[src/rtl/uart_tx_frame.sv]
// uart_tx_frame: serialises a byte as an async UART frame (start, 8 data LSB first, optional parity, 1-2 stop bits)
module uart_tx_frame #(
  parameter int CLKS_PER_BIT = 5208,
  parameter int PARITY = 0,
  parameter int STOP_BITS = 1
) (
  input  logic       clk,
  input  logic       rst,
  input  logic [7:0] TX_DATA,
  input  logic       TX_EN,
  output logic       TX_STATUS,
  output logic       UART_TXD
);
  localparam int BW = $clog2(CLKS_PER_BIT);
  localparam logic [2:0] IDLE = 3'd0, START = 3'd1, DATA = 3'd2, PAR = 3'd3, STOP = 3'd4;
  logic [2:0] state;
  logic [BW-1:0] baud;
  logic [2:0] bit_cnt;
  logic [7:0] shift;
  logic par_bit;
  logic tc;
  assign tc = baud == BW'(CLKS_PER_BIT - 1);
  always_ff @(posedge clk) begin
    if (rst) begin
      state <= IDLE;
      TX_STATUS <= 1'b1;
      UART_TXD <= 1'b1;
      bit_cnt <= '0;
      baud <= '0;
      shift <= '0;
      par_bit <= 1'b0;
    end else if (state == IDLE) begin
      if (TX_EN) begin
        shift <= TX_DATA;
        par_bit <= PARITY == 1 ? ~^TX_DATA : ^TX_DATA;
        state <= START;
        UART_TXD <= 1'b0;
        TX_STATUS <= 1'b0;
        baud <= '0;
      end
    end else begin
      baud <= tc ? '0 : baud + 1'b1;
      if (tc) begin
        case (state)
          START: begin
            UART_TXD <= shift[0];
            shift <= shift >> 1;
            bit_cnt <= '0;
            state <= DATA;
          end
          DATA: begin
            if (bit_cnt == 3'd7) begin
              bit_cnt <= '0;
              state <= PARITY != 0 ? PAR : STOP;
              UART_TXD <= PARITY != 0 ? par_bit : 1'b1;
            end else begin
              UART_TXD <= shift[0];
              shift <= shift >> 1;
              bit_cnt <= bit_cnt + 1'b1;
            end
          end
          PAR: begin
            state <= STOP;
            UART_TXD <= 1'b1;
          end
          STOP: begin
            // bit_cnt is reused here to count stop bits
            if (bit_cnt == 3'(STOP_BITS - 1)) begin
              state <= IDLE;
              TX_STATUS <= 1'b1;
              bit_cnt <= '0;
            end else begin
              bit_cnt <= bit_cnt + 1'b1;
            end
          end
          default: state <= IDLE;
        endcase
      end
    end
  end
endmodule

[config.mk]
export PLATFORM = sky130hd
export DESIGN_NAME = uart_tx_frame
export DESIGN_NICKNAME = d
export VERILOG_FILES = /design/src/rtl/uart_tx_frame.sv
export SDC_FILE = /design/constraint.sdc
export NUM_CORES = 1
export LEC_CHECK = 0
export ABC_AREA = 1
export BUFFER_PORTS_ARGS = -buffer_cell sky130_fd_sc_hd__clkbuf_2
export CAP_MARGIN = 20
export CORE_UTILIZATION = 48
export CTS_CLUSTER_DIAMETER = 80
export DETAILED_ROUTE_END_ITERATION = 16
export PLACE_DENSITY = 0.68
export SLEW_MARGIN = 5
export SYNTH_ARGS = -nofsm -noshare
export SYNTH_HDL_FRONTEND = slang
export SYNTH_SLANG_ARGS = --single-unit
[constraint.sdc]
create_clock -name clk -period 1.6 [get_ports clk]
set_input_delay 0.16 -clock clk [delete_from_list [all_inputs] [get_ports clk]]
set_output_delay 0.16 -clock clk [all_outputs]
set_load 0.005 [all_outputs]
==> flow_metrics.env <==
export IMPL_finalWirelength_mm=3.73
export IMPL_fin_skew_ns=0.00638
export IMPL_die_width_um=62.0
export IMPL_place_area_sq_mm=0.00187
export IMPL_drv_slew=0
export IMPL_synth_area_per_cell_sq_um=6.44
export IMPL_drtIter0Drc=116
export IMPL_grt_pass1_wl_mm=5.73
export IMPL_syn_inst=268
export IMPL_crit_chain="inv_1 -> nand2_1 -> nor2_1 -> nand3_2 -> nand2_4 -> buf_4 -> inv_2 -> o21ai_1 -> a21oi_1"
export IMPL_drive_gt1_share_pct=16.6
export IMPL_cp_required_ns=1.81
export IMPL_critPathSlowestCell="dfxtp_1"
export IMPL_initial_core_util_pct=50.9
export IMPL_dp_hpwl_mm=2.64
export IMPL_clk_latency_ns=0.32
export IMPL_cts_path_max_buffers=2
export IMPL_regToRegSetupSlack_ns=0.13
export IMPL_synth_seq_cells=29
export IMPL_power_leakage_nw=0.912
export IMPL_syn_area_sq_mm=0.00173
export IMPL_ctsHtreeMaxLevel=2
export IMPL_synth_top_area_share_pct=33.6
export IMPL_cp_arrival_ns=1.68
export IMPL_power_density_mw_per_mm2=1730
export IMPL_crit_buf_inv=3
export IMPL_post_cts_buffers=0
export IMPL_cts_buffers=5
export IMPL_antenna_left=0
export IMPL_cts_tree="done"
export IMPL_hp_class="primary input to flip-flop"
export IMPL_place_gp_congestion=0.825
export IMPL_cap_violations=0
export IMPL_worstSetupPathType="flip-flop to flip-flop"
export IMPL_drc=0
export IMPL_finalCriticalPeriod_ns=1.47
export IMPL_synth_edf_count=0
export IMPL_globalRouteTotalUtil_pct=20.4
export IMPL_die_area_sq_mm=0.00384
export IMPL_critPathCaptureType="flip-flop"
export IMPL_final_area_sq_mm=0.00195
export IMPL_max_slew_margin_pct=69.2
export IMPL_grt_pass1_vias=1329
export IMPL_area_delta_synth_final_pct=13.2
export IMPL_place_ws_ns=0.118
export IMPL_ys_flop_type="dfxtp_1"
export IMPL_peakVddDrop_mv=0.488
export IMPL_dr_pass1_iters=4
export IMPL_synth_common_cells="nand2_1, nor2_1, dfxtp_1"
export IMPL_ys_warn_count=0
export IMPL_synthArstFlopShare_pct=0
export IMPL_fin_cells=336
export IMPL_synth_area_leaders="dfxtp_1, nand2_1, nor2_1"
export IMPL_antenna_found_initial=0
export IMPL_grt_max_degree=17
export IMPL_netlist_cell_type_count=25
export IMPL_setup_viol=0
export IMPL_overflow=0
export IMPL_cp_max_fo=7
export IMPL_cts_root_buf="clkbuf_4"
export IMPL_rows=21
export IMPL_syn_num_nets=284
export IMPL_finalSetupTns_ns=0
export IMPL_antenna_cells=0
export IMPL_dp_cells=328
export IMPL_worstSetupStartpointType="flip-flop"
export IMPL_max_freq_mhz=680
export IMPL_cpPeakStageDelay_ns=0.35
export IMPL_cp_top_family="simple AND/OR/NAND/NOR gates"
export IMPL_setup_slack_ns=0.129
export IMPL_tightest_slew_ns=0.461
export IMPL_post_synth_top_count_cell="nand2_1"
export IMPL_core_area_sq_mm=0.00339
export IMPL_clkSinkCount=29
export IMPL_die_h_um=62.0
export IMPL_post_route_util_pct=57.7
export IMPL_vias_per_cell=5.00
export IMPL_fin_nets=306
export IMPL_ios=13
export IMPL_clkSlewWorstSetupHoldPaths_ns=0.08
export IMPL_hold_viol=0
export IMPL_rsz0062_at_grt="no"
export IMPL_num_vias=1679
export IMPL_yosysSeqAreaShare_pct=33.6
export IMPL_routedWlPerCell_um=11.1
export IMPL_port_buffers=12
export IMPL_status="completed"
export IMPL_yosys_area_top_type="dfxtp_1"
export IMPL_timing_final_crit_share_pct=92.0
==> placed cells by master, fill, tap and decap left out <==
master and n:
inv_2 6, nand2_1 84, nand2_8 1, a21boi_0 1, clkbuf_1 1, inv_1 27, ha_1 5, dfxtp_2 3
a21oi_1 17, nand4_1 10, inv_6 1, buf_6 1, nor2_4 1, nand3_2 2, nand3b_1 2, clkbuf_8 1
nor2_8 1, dfxtp_1 26, buf_4 8, nor2_2 3, nand2_4 1, clkbuf_4 5, nor3_1 1, nand3_4 2
nand3_1 17, o211ai_1 1, o21ai_1 5, o21ai_0 14, clkbuf_2 12, nor2_1 31
==> worst reg2reg max path: cells and delay by family, from the launching register on <==
family                 cells  cell delay, ns
AND/OR/NAND/NOR            4            0.57
flip-flops                 1            0.35
buffers and inverters      3            0.31
AO/OA/AOI/OAI              2            0.15
==> power breakdown <==
part	switching (mW)	internal (mW)	total, mW
sequential	0.106	0.903	1.01
clock	0.243	0.207	0.450
combinational	1.26	0.656	1.92
==> path summary, 6_finish.rpt <==
kind,start,endpoint,cells past startpoint
worst min-delay path,rst,baud[1],2
worst max-delay path,baud[9],baud[10],9
worst max register to register,baud[9],baud[10],9
worst min register to register,UART_TXD,UART_TXD,2
==> stage by stage <==
stage | hold WS (ns) | total power [mW]
after floorplan | 0.341 | 2.54
after global placement | 0.441 | 2.83
after detailed placement | 0.444 | 2.85
after CTS | 0.141 | 3.31
after global routing | 0.139 | 3.71
final | 0.154 | 3.38
==> logic make-up after synthesis <==
logic type | share of synthesized area, %
simple gates | 41.2
buf+inv | 10.3
compound gates | 11.3
flops | 33.6
fa+ha+maj | 3.62
==> what timing repair did <==
| item | in CTS | in global routing |
|---|---|---|
| endpoints found under the setup margin | 0 | 20 |
| hold buffers | 0 | 0 |
| gates resized for setup | 0 | 8 |
==> cell type report <==
class | instances | area (sq um)
Fill cell | 336 | 1440
Multi-Input combinational cell | 199 | 993
Sequential cell | 29 | 584
Inverter | 34 | 133
Timing Repair Buffer | 21 | 131
Tap cell | 46 | 57.6
Clock buffer | 7 | 55.1
==> per-layer routing <==
| metal | up-vias | GRT usage (%) | part of all wire, % |
|---|---|---|---|
| met1 | 743 | 25.0 | 47 |
| met3 | 6 | 6.21 | 2.8 |
| met4 | 0 | 5.71 | 0.99 |
| met5 | - | 0 | 0 |
| met2 | 25 | 34.7 | 49 |
| li1 | 905 | - | - |
==> flip-flops by register name, summed over array words and instances, names as in the netlist <==
register	flops
TX_STATUS	1
state	3
UART_TXD	1
shift	8
bit_cnt	3
baud	13
Note: power is estimated with default switching activity, not from simulation.
